**config.mk**
```make
export PLATFORM = sky130hd
export DESIGN_NAME = wfg_stim_sweep_ctrl
export DESIGN_NICKNAME = d
export VERILOG_FILES = /design/src/rtl/wfg_stim_sweep_pkg.sv /design/src/rtl/wfg_stim_sweep_step.sv /design/src/rtl/wfg_stim_sweep_ctrl.sv
export SDC_FILE = /design/constraint.sdc
export NUM_CORES = 1
export LEC_CHECK = 0
export ABC_AREA = 1
export BUFFER_PORTS_ARGS = -buffer_cell sky130_fd_sc_hd__buf_4
export CORE_MARGIN = 1
export CORE_UTILIZATION = 54
export CTS_BUF_LIST = sky130_fd_sc_hd__clkbuf_4 sky130_fd_sc_hd__clkbuf_8 sky130_fd_sc_hd__clkbuf_16
export DETAILED_ROUTE_END_ITERATION = 16
export PLACE_DENSITY = 0.76
export SETUP_SLACK_MARGIN = 0.05
export SYNTH_ARGS = -nofsm -noshare
export SYNTH_HDL_FRONTEND = slang
export SYNTH_SLANG_ARGS = --single-unit
```
**constraint.sdc**
```tcl
create_clock -name clk -period 3.82 [get_ports clk]
set_input_delay 0.191 -clock clk [delete_from_list [all_inputs] [get_ports clk]]
set_output_delay 0.191 -clock clk [all_outputs]
set_load 0.005 [all_outputs]
```
**src/rtl/wfg_stim_sweep_pkg.sv**
```systemverilog
// ----------------------------------------------------------------------------
// wfg_stim_sweep_pkg
// Shared types and widths for the sine-stimulus frequency-sweep scheduler.
//   state_t : sweep controller states (IDLE / SWEEP / DONE)
//   mode_t  : sweep shapes, encoded as they appear on cfg_mode_i
//   INC_W   : angular-increment width
//   CNT_W   : dwell / sweep counter width
// ----------------------------------------------------------------------------
package wfg_stim_sweep_pkg;

    localparam int INC_W = 16;
    localparam int CNT_W = 16;

    typedef enum logic [1:0] {
        ST_IDLE  = 2'b00,
        ST_SWEEP = 2'b01,
        ST_DONE  = 2'b10
    } state_t;

    // MODE_RSVD behaves exactly like MODE_SINGLE.
    typedef enum logic [1:0] {
        MODE_SINGLE = 2'b00,
        MODE_SAW    = 2'b01,
        MODE_TRI    = 2'b10,
        MODE_RSVD   = 2'b11
    } mode_t;

endpackage

```
**src/rtl/wfg_stim_sweep_step.sv**
```systemverilog
// ----------------------------------------------------------------------------
// wfg_stim_sweep_step
// Combinational single-step calculator: moves an increment one step toward a
// target, clamping at the target, with step 0 meaning "jump to target".
//   i_cur       : current increment
//   i_target    : increment being approached
//   i_step      : unsigned step magnitude
//   o_next_inc  : increment after one step
//   o_at_target : i_cur already equals i_target
// ----------------------------------------------------------------------------
module wfg_stim_sweep_step
    import wfg_stim_sweep_pkg::*;
(
    input  logic [INC_W-1:0] i_cur,
    input  logic [INC_W-1:0] i_target,
    input  logic [INC_W-1:0] i_step,
    output logic [INC_W-1:0] o_next_inc,
    output logic             o_at_target
);

    // One extra bit so neither direction can wrap past 0 or 0xFFFF.
    logic [INC_W:0] w_up;
    logic [INC_W:0] w_dn;

    assign w_up = {1'b0, i_cur} + {1'b0, i_step};
    assign w_dn = {1'b0, i_cur} - {1'b0, i_step};

    always_comb begin
        o_next_inc = i_target;
        if (i_step != '0) begin
            if (i_cur < i_target) begin
                if (w_up < {1'b0, i_target}) begin
                    o_next_inc = w_up[INC_W-1:0];
                end
            end else if (i_cur > i_target) begin
                // w_dn[INC_W] set means the step went below zero: clamp.
                if (!w_dn[INC_W] && (w_dn[INC_W-1:0] > i_target)) begin
                    o_next_inc = w_dn[INC_W-1:0];
                end
            end
        end
    end

    assign o_at_target = (i_cur == i_target);

endmodule

```
**src/rtl/wfg_stim_sweep_ctrl.sv**
```systemverilog
// ----------------------------------------------------------------------------
// wfg_stim_sweep_ctrl
// Frequency-sweep scheduler for the sine stimulus generator. Steps the
// generator increment from a start value toward a stop value, advancing once
// every "dwell" accepted output samples (observed AXI-stream handshakes).
// Supports single-shot, sawtooth-repeat and triangle sweeps.
//   clk, rst_n        : clock, asynchronous active-low reset
//   cfg_en_i          : sweep enable (level); low aborts a running sweep
//   cfg_mode_i        : 00 single, 01 sawtooth, 10 triangle, 11 single
//   cfg_start_inc_i   : first increment
//   cfg_stop_inc_i    : end increment
//   cfg_step_inc_i    : step magnitude (0 = jump to target)
//   cfg_dwell_i       : accepted samples per step (0 = 1)
//   stim_tvalid_i/..  : generator output handshake, observed only
//   sine_en_o         : generator enable, high exactly while sweeping
//   sine_inc_o        : generator increment
//   busy_o            : high while sweeping
//   done_o            : one-cycle pulse when a single sweep completes
//   sweep_cnt_o       : endpoint events since sweep start (wrapping)
// Valid/ready: a sample counts only in a cycle where stim_tvalid_i and
// stim_tready_i are both high; tvalid with tready low is a stall and leaves
// every counter untouched.
// ----------------------------------------------------------------------------
module wfg_stim_sweep_ctrl
    import wfg_stim_sweep_pkg::*;
(
    input  logic             clk,
    input  logic             rst_n,
    input  logic             cfg_en_i,
    input  logic [1:0]       cfg_mode_i,
    input  logic [INC_W-1:0] cfg_start_inc_i,
    input  logic [INC_W-1:0] cfg_stop_inc_i,
    input  logic [INC_W-1:0] cfg_step_inc_i,
    input  logic [CNT_W-1:0] cfg_dwell_i,
    input  logic             stim_tvalid_i,
    input  logic             stim_tready_i,
    output logic             sine_en_o,
    output logic [INC_W-1:0] sine_inc_o,
    output logic             busy_o,
    output logic             done_o,
    output logic [CNT_W-1:0] sweep_cnt_o
);

    state_t           r_state;
    mode_t            r_mode;
    logic [INC_W-1:0] r_start;
    logic [INC_W-1:0] r_stop;
    logic [INC_W-1:0] r_step;
    logic [CNT_W-1:0] r_dwell;
    logic [INC_W-1:0] r_target;
    logic [CNT_W-1:0] r_dwell_cnt;
    logic [INC_W-1:0] r_inc;
    logic [CNT_W-1:0] r_sweep_cnt;
    logic             r_sine_en;
    logic             r_busy;
    logic             r_done;

    logic             w_hs;
    logic             w_dwell_last;
    logic [INC_W-1:0] w_swap_target;
    logic [INC_W-1:0] w_next_inc;
    logic             w_at_target;
    logic [INC_W-1:0] w_tri_inc;
    logic             w_tri_at_target_unused;

    assign w_hs         = stim_tvalid_i & stim_tready_i;
    // r_dwell is never 0 (0 is loaded as 1), so the subtraction cannot wrap.
    assign w_dwell_last = (r_dwell_cnt == (r_dwell - 16'd1));

    // Triangle turnaround: the target flips to the opposite endpoint.
    assign w_swap_target = (r_target == r_stop) ? r_start : r_stop;

    // Normal advance toward the current target.
    wfg_stim_sweep_step u_step_fwd (
        .i_cur       (r_inc),
        .i_target    (r_target),
        .i_step      (r_step),
        .o_next_inc  (w_next_inc),
        .o_at_target (w_at_target)
    );

    // Triangle endpoint: step away toward the new target in the same cycle
    // so the endpoint value is not dwelt on twice.
    wfg_stim_sweep_step u_step_tri (
        .i_cur       (r_inc),
        .i_target    (w_swap_target),
        .i_step      (r_step),
        .o_next_inc  (w_tri_inc),
        .o_at_target (w_tri_at_target_unused)
    );

    always_ff @(posedge clk or negedge rst_n) begin
        if (!rst_n) begin
            r_state     <= ST_IDLE;
            r_mode      <= MODE_SINGLE;
            r_start     <= '0;
            r_stop      <= '0;
            r_step      <= '0;
            r_dwell     <= 16'd1;
            r_target    <= '0;
            r_dwell_cnt <= '0;
            r_inc       <= '0;
            r_sweep_cnt <= '0;
            r_sine_en   <= 1'b0;
            r_busy      <= 1'b0;
            r_done      <= 1'b0;
        end else begin
            r_done <= 1'b0;
            case (r_state)
                ST_IDLE: begin
                    if (cfg_en_i) begin
                        r_mode      <= mode_t'(cfg_mode_i);
                        r_start     <= cfg_start_inc_i;
                        r_stop      <= cfg_stop_inc_i;
                        r_step      <= cfg_step_inc_i;
                        r_dwell     <= (cfg_dwell_i == '0) ? 16'd1 : cfg_dwell_i;
                        r_target    <= cfg_stop_inc_i;
                        r_inc       <= cfg_start_inc_i;
                        r_dwell_cnt <= '0;
                        r_sweep_cnt <= '0;
                        r_sine_en   <= 1'b1;
                        r_busy      <= 1'b1;
                        r_state     <= ST_SWEEP;
                    end
                end

                ST_SWEEP: begin
                    if (!cfg_en_i) begin
                        // Abort wins over any advance in the same cycle.
                        r_sine_en <= 1'b0;
                        r_busy    <= 1'b0;
                        r_state   <= ST_IDLE;
                    end else if (w_hs) begin
                        if (w_dwell_last) begin
                            r_dwell_cnt <= '0;
                            if (!w_at_target) begin
                                r_inc <= w_next_inc;
                            end else begin
                                r_sweep_cnt <= r_sweep_cnt + 16'd1;
                                case (r_mode)
                                    MODE_SAW: begin
                                        r_inc <= r_start;
                                    end
                                    MODE_TRI: begin
                                        r_target <= w_swap_target;
                                        r_inc    <= w_tri_inc;
                                    end
                                    default: begin
                                        r_sine_en <= 1'b0;
                                        r_busy    <= 1'b0;
                                        r_done    <= 1'b1;
                                        r_state   <= ST_DONE;
                                    end
                                endcase
                            end
                        end else begin
                            r_dwell_cnt <= r_dwell_cnt + 16'd1;
                        end
                    end
                end

                ST_DONE: begin
                    if (!cfg_en_i) begin
                        r_state <= ST_IDLE;
                    end
                end

                default: begin
                    r_sine_en <= 1'b0;
                    r_busy    <= 1'b0;
                    r_state   <= ST_IDLE;
                end
            endcase
        end
    end

    assign sine_en_o   = r_sine_en;
    assign sine_inc_o  = r_inc;
    assign busy_o      = r_busy;
    assign done_o      = r_done;
    assign sweep_cnt_o = r_sweep_cnt;

endmodule

```
==> flow_summary.ini, run 1 <==
[die]
rows = 56
die_area_um2 = 24730
die_w_um = 157.3
core_um2 = 23540
io_pins = 106
die_height_um = 157.3
initial_utilization_pct = 55.30

[critical_path]
startpoint = sine_inc_o[2]$_DFFE_PN0P_
critPathSlowestCell = dfrtp_2
cp-start-kind = flip-flop
crit_arrival_ns = 4.49
worstSetupPathType = flip-flop to flip-flop
crit_top_cell = nand2_1
r2r_end = sine_inc_o[6]$_DFFE_PN0P_
critPathCaptureType = flip-flop
reg2reg_from = sine_inc_o[2]$_DFFE_PN0P_
endpoint = sine_inc_o[6]$_DFFE_PN0P_
ff2ff_setup_slack_ns = -0.36
r2r_cells = 28
required_ns = 4.14
crit_fanout = 6
cp_slowest_stage_delay_ns = 0.44

[synthesis]
syn-num-nets = 2174
synth_top_area_share_pct = 25.56
synth_seq_area_share_pct = 25.77
yosys_warnings = 0
ys_types = 54
yosys-top-cells-area = dfrtp_1, nand2_1, ha_1
netlist_area_um2 = 13020
syn_inst = 1969
synth_top_cell_by_area = dfrtp_1
synth-seq-cells = 134
syn_avg_cell_area_um2 = 6.612

[clock_network]
clk_pin_slew_worst_paths_ns = 0.06
cts_sinks = 134
insertion_delay_ns = 0.44
clockBufferDepth = 2
cts_made_buffers = 17
htree_levels = 4
cts_tree = yes
clockRootBuffer = clkbuf_16

[detailed_routing]
antenna_left = 0
wl_per_cell_um = 19.63
first_iter_violations = 1555
drc = 0
avgViaCountPerCell = 5.813
vias = 15390
finalWirelength_um = 51970
drt_first_pass_iters = 6

[global_route]
grt_overflow = 0
track_usage_pct = 41.02
grt_pass1_vias = 14450
antenna_found_initial = 1
grt_pass1_wl_um = 77330
grt_max_degree = 102

[timing]
skew_ns = 0.02027
finalSetupViolCount = 16
holdWs_ns = -0.001148
max_slew_margin_pct = 10.65
drv_slew = 0
period_share_pct = 109.3
post-route-min-period_ns = 4.176
hold_violations = 1
worst_slack_ns = -0.3555
setup_tns_ns = -4.572
rsz0062_at_grt = yes
worst_pin_slew_ns = 1.328
max_clock_freq_mhz = 239.5

[final_layout]
nNetsFinal = 2522
drive_gt1_share_pct = 25.25
num-fill-cells = 1832
antenna_cells = 0
stdcell_count = 2648
area_growth_pct = 36.23

[status]
status = finished with violations
violations = hold timing, setup timing

[placed_design]
place_inst = 2504
port_buffers = 105
place_hpwl_um = 35970
dp_slack_ns = -0.3032
gp_congestion = 1.022

[min_path]
hold_class = primary input to flip-flop

[job]
maxCapViolCount = 0
==> worst max-delay path: cells and delay by family, from the launching register on <==
family          cells  cell delay, ns
compound gates      2            0.37
xor+xnor            1            0.22
fa+ha+maj           2            0.54
buf+inv             5            0.65
flops               1            0.44
simple gates       18            1.83
==> kinds of logic (layout without fill, tap and decap cells) <==
family | after synthesis | in the layout | synth area share, %
AOI/OAI and AO/OA | 294 | 294 | 12.66
xor gates and xnor gates | 77 | 77 | 5.180
adders and majority gates | 134 | 134 | 12.99
buffers and inverters | 317 | 677 | 9.822
DFF | 134 | 134 | 25.77
and+or+nand+nor | 1013 | 1013 | 33.58
==> worst min path at each step <==
| stage | start | to | slack, ns | depth (start not counted) |
|---|---|---|---|---|
| global placement | rst_n | r_dwell[8]$_DFFE_PN0P_ | 0.35 | 1 |
| CTS | cfg_dwell_i[7] | r_dwell[7]$_DFFE_PN0P_ | 0.003 | 3 |
| detailed placement | rst_n | r_dwell[6]$_DFFE_PN0P_ | 0.35 | 1 |
| floorplan | rst_n | busy_o$_DFFE_PN0P_ | -0.10 | 0 |
| finish | cfg_dwell_i[7] | r_dwell[7]$_DFFE_PN0P_ | -0.001 | 3 |
| global route | cfg_dwell_i[7] | r_dwell[7]$_DFFE_PN0P_ | 0.004 | 3 |
==> cells in the final DEF, fill, tap and decap left out, drive strengths merged <==
| master | n |
|---|---|
| nor2 | 139 |
| clkinvlp | 1 |
| nor4 | 15 |
| nor3b | 1 |
| o211a | 1 |
| a31oi | 3 |
| fa | 2 |
| nand4 | 42 |
| nor3 | 19 |
| dfstp | 1 |
| o21ai | 164 |
| nand2 | 614 |
| clkinv | 11 |
| nand3b | 4 |
| o21a | 4 |
| a211oi | 2 |
| o22ai | 1 |
| bufinv | 2 |
| o31a | 1 |
| dfrtp | 133 |
| a21boi | 1 |
| clkbuf | 20 |
| o21bai | 4 |
| a21o | 3 |
| xnor2 | 29 |
| xor2 | 48 |
| a21oi | 98 |
| and3 | 2 |
| a22oi | 1 |
| dlygate4sd3 | 41 |
| or2 | 10 |
| buf | 363 |
| o211ai | 11 |
| nand3 | 166 |
| inv | 239 |
| ha | 132 |
| nor4b | 1 |
==> layout make-up <==
cell class                 count  area [µm²]  area share [%]
timing repair buffer         406        3406           19.20
multi-input combinational   1518        9076           51.17
inverter                     240       905.9           5.108
sequential                   134        3361           18.95
tap                          319       399.1           2.250
clock inverter                13       148.9          0.8395
clock buffer                  18       439.2           2.476
==> layer usage <==
layer | vias to the layer above | GRT usage (%) | wire length (µm)
met2 | 948 | 66.18 | 23300
met1 | 7129 | 50.65 | 19870
met5 | - | 0 | 14
li1 | 7072 | - | -
met3 | 242 | 8.040 | 5216
met4 | 2 | 24.73 | 3563
==> timing repair <==
action / in CTS / in global routing
resized for setup: 97 / 90
hold buffers: 41 / 0
setup buffers: 54 / 12
gates cloned: 6 / 1
endpoints found under the setup margin: 16 / 16
pin swaps: 52 / 64
endpoints found under the hold margin: 131 / 0
==> per-stage QoR <==
step | util, % | instance area (µm²) | hold WS [ns]
after floorplan | - | 13020 | -0.1046
after global placement | 65.17 | 15340 | 0.3524
after detailed placement | 65.17 | 15340 | 0.3497
after CTS | 73.62 | 17330 | 0.003498
after global routing | 75.33 | 17740 | 0.004017
final | 75.33 | 17740 | -0.001148
==> Yosys cell counts, drive strengths merged <==
| library cell | count |
|---|---|
| dfstp | 1 |
| nor4 | 15 |
| dfrtp | 133 |
| buf | 34 |
| nor3b | 1 |
| o21bai | 4 |
| a22oi | 1 |
| ha | 132 |
| o21ai | 164 |
| a21o | 3 |
| nand4 | 42 |
| xor2 | 48 |
| nor2 | 139 |
| nor4b | 1 |
| xnor2 | 29 |
| a31oi | 3 |
| or2 | 10 |
| nand3 | 166 |
| inv | 235 |
| a21oi | 98 |
| o31a | 1 |
| o22ai | 1 |
| nor3 | 19 |
| o21a | 4 |
| a211oi | 2 |
| fa | 2 |
| nand3b | 4 |
| clkinv | 5 |
| and3 | 2 |
| a21boi | 1 |
| o211ai | 11 |
| o211a | 1 |
| nand2 | 614 |
| clkbuf | 43 |
==> sequential cells by signal (all words and copies together) (netlist names) <==
register     count
r_start         16
r_state          2
r_dwell_cnt     16
r_stop          16
sweep_cnt_o     16
busy_o           1
r_dwell         16
r_step          16
done_o           1
sine_inc_o      16
r_mode           2
r_target        16
Power of run 1 is not shown: default switching activity piles up to over one toggle a cycle in this logic, so the estimate is an artifact.
==> inputs of run 2 (changes only) <==
- PLACE_DENSITY: 0.76 -> 0.75
- SYNTH_HIERARCHICAL: not set -> 1
==> flow_summary.ini, run 2 <==
[status]
status = finished with violations
violations = setup timing

[detailed_routing]
drt_first_pass_iters = 7
vias = 18970
avgViaCountPerCell = 5.697
finalWirelength_um = 64030
wl_per_cell_um = 19.23
first_iter_violations = 1928
drc = 0
antenna_left = 0

[final_layout]
area_growth_pct = 41.53
nNetsFinal = 3172
layout_commonest_cell = nand2_1
final_cell_mix = nand2_1, buf_4, inv_1
num-fill-cells = 2136
post-route-util_pct = 77.66
antenna_cells = 0
drive_gt1_share_pct = 32.86
fin_area_um2 = 22230

[power]
powerDensity_nw_per_um2 = 1139
p_total_uw = 25330
pwr-share-clk_pct = 6.9
ir_drop_mv = 0.5314
combPwrFrac_pct = 84.4
sequentialPowerShare_pct = 8.7
p_switching_uw = 13350
leakage_uw = 0.01168
power.internal_uw = 11980
swShare_pct = 52.71

[critical_path]
crit_fanout = 6
worstSetupPathType = flip-flop to flip-flop
required_ns = 4.19
critPathCaptureType = flip-flop
crit_arrival_ns = 4.45
cp-start-kind = flip-flop

[timing]
max_clock_freq_mhz = 244.9
finalSetupViolCount = 16
hold_violations = 0
rsz0062_at_grt = yes
worst_slack_ns = -0.2625
post-route-min-period_ns = 4.083
drv_slew = 0
worst_pin_slew_ns = 0.9981
period_share_pct = 106.9
max_slew_margin_pct = 33.36
holdWs_ns = 0.007395
skew_ns = 0.01851

[clock_network]
clockBufferDepth = 2
clockRootBuffer = clkbuf_16
cts_sinks = 134
cts_made_buffers = 17
htree_levels = 4
clk_pin_slew_worst_paths_ns = 0.08
insertion_delay_ns = 0.45
cts_tree = yes

[die]
die_height_um = 172.6
die_area_um2 = 29770
initial_utilization_pct = 54.87
die_w_um = 172.6
rows = 62
core_um2 = 28630
io_pins = 106

[synthesis]
syn_inst = 2422
yosys_warnings = 6
syn_avg_cell_area_um2 = 6.485
syn-num-nets = 2661
netlist_area_um2 = 15710

[min_path]
hold_class = primary input to flip-flop

[placed_design]
place_hpwl_um = 46230
port_buffers = 105
postPlaceCellArea_um2 = 19280
gp_congestion = 0.9673

[global_route]
antenna_found_initial = 0
grt_pass1_vias = 18220
grt_overflow = 0
track_usage_pct = 41.99
grt_pass1_wl_um = 98330
grt_max_degree = 89

[job]
maxCapViolCount = 0
[run 2: timing repair]
action | 4_1_cts | 5_1_grt
hold buffers | 57 | 0
endpoints found under the setup margin | 16 | 16
endpoints found under the hold margin | 116 | 0
gates cloned | 2 | 0
resized for setup | 230 | 153
buffers inserted | 31 | 11
pin swaps | 114 | 119
[run 2: worst max-delay path, stage by stage, from the launching register on]
cell     delay (ns)
dfrtp_1        0.40
buf_6          0.15
inv_4          0.04
ha_4           0.15
fa_2           0.40
inv_2          0.07
nand3_2        0.08
nand2_2        0.09
nand2_2        0.06
a21oi_2        0.15
nand3_1        0.11
nand2_2        0.10
xor2_2         0.21
inv_2          0.07
ha_4           0.27
nand2_4        0.07
nor4_4         0.25
nand2_1        0.10
nand2_2        0.12
nand3_4        0.15
buf_4          0.18
o21ai_0        0.10
a21oi_1        0.12
a21oi_1        0.18
o21ai_1        0.09
nand2_2        0.11
o21ai_2        0.06
o21ai_2        0.12
[run 2: cell type report]
class / count / area (µm²) / area share (%)
clock inverter: 14 / 155.1 / 0.6979
timing repair buffer: 571 / 4613 / 20.75
clock buffer: 18 / 439.2 / 1.975
multi-input combinational: 1896 / 11990 / 53.92
inverter: 313 / 1186 / 5.335
tap: 384 / 480.5 / 2.161
sequential: 134 / 3369 / 15.16
[run 2: per-stage QoR]
step | std cells | TNS, ns | worst slack [ns]
6_report | 3330 | -3.339 | -0.2625
5_1_grt | 3330 | -6.649 | -0.4601
4_1_cts | 3319 | -1.277 | -0.1009
3_5_place_dp | 3199 | -5.393 | -0.4229
3_3_place_gp | 3199 | -4.864 | -0.3873
2_1_floorplan | 2422 | 0 | 0.06528
[run 2: power by group through the flow]
stage / clock (µW) / combinational (µW) / sequential, µW
2_1_floorplan: 0 / 9850 / 2180
3_3_place_gp: 0 / 16800 / 2170
3_5_place_dp: 0 / 17000 / 2180
4_1_cts: 1730 / 19400 / 2160
5_1_grt: 1790 / 22900 / 2220
6_report: 1740 / 21400 / 2200
[run 2: final timing paths]
check	startpoint	endpoint	slack, ns	cells past startpoint
setup / recovery	sine_inc_o[0]$_DFFE_PN0P_	sine_inc_o[12]$_DFFE_PN0P_	-0.26	27
hold / removal	cfg_start_inc_i[12]	r_start[12]$_DFFE_PN0P_	0.007	3
min in group asynchronous	rst_n	sweep_cnt_o[14]$_DFFE_PN0P_	0.29	2
max in group asynchronous	rst_n	r_step[0]$_DFFE_PN0P_	2.47	3
hold reg to reg	r_dwell[15]$_DFFE_PN0P_	r_dwell[15]$_DFFE_PN0P_	0.51	2
setup reg to reg	sine_inc_o[0]$_DFFE_PN0P_	sine_inc_o[12]$_DFFE_PN0P_	-0.26	27
[run 2: layer usage]
metal | track usage (%) | wire length (µm) | up-vias
li1 | - | - | 8817
met1 | 55.11 | 26040 | 8873
met2 | 67.56 | 28830 | 1060
met3 | 6.003 | 5544 | 220
met4 | 20.91 | 3626 | 0
met5 | 0 | 0 | -
(Power assumes the default switching activity.)
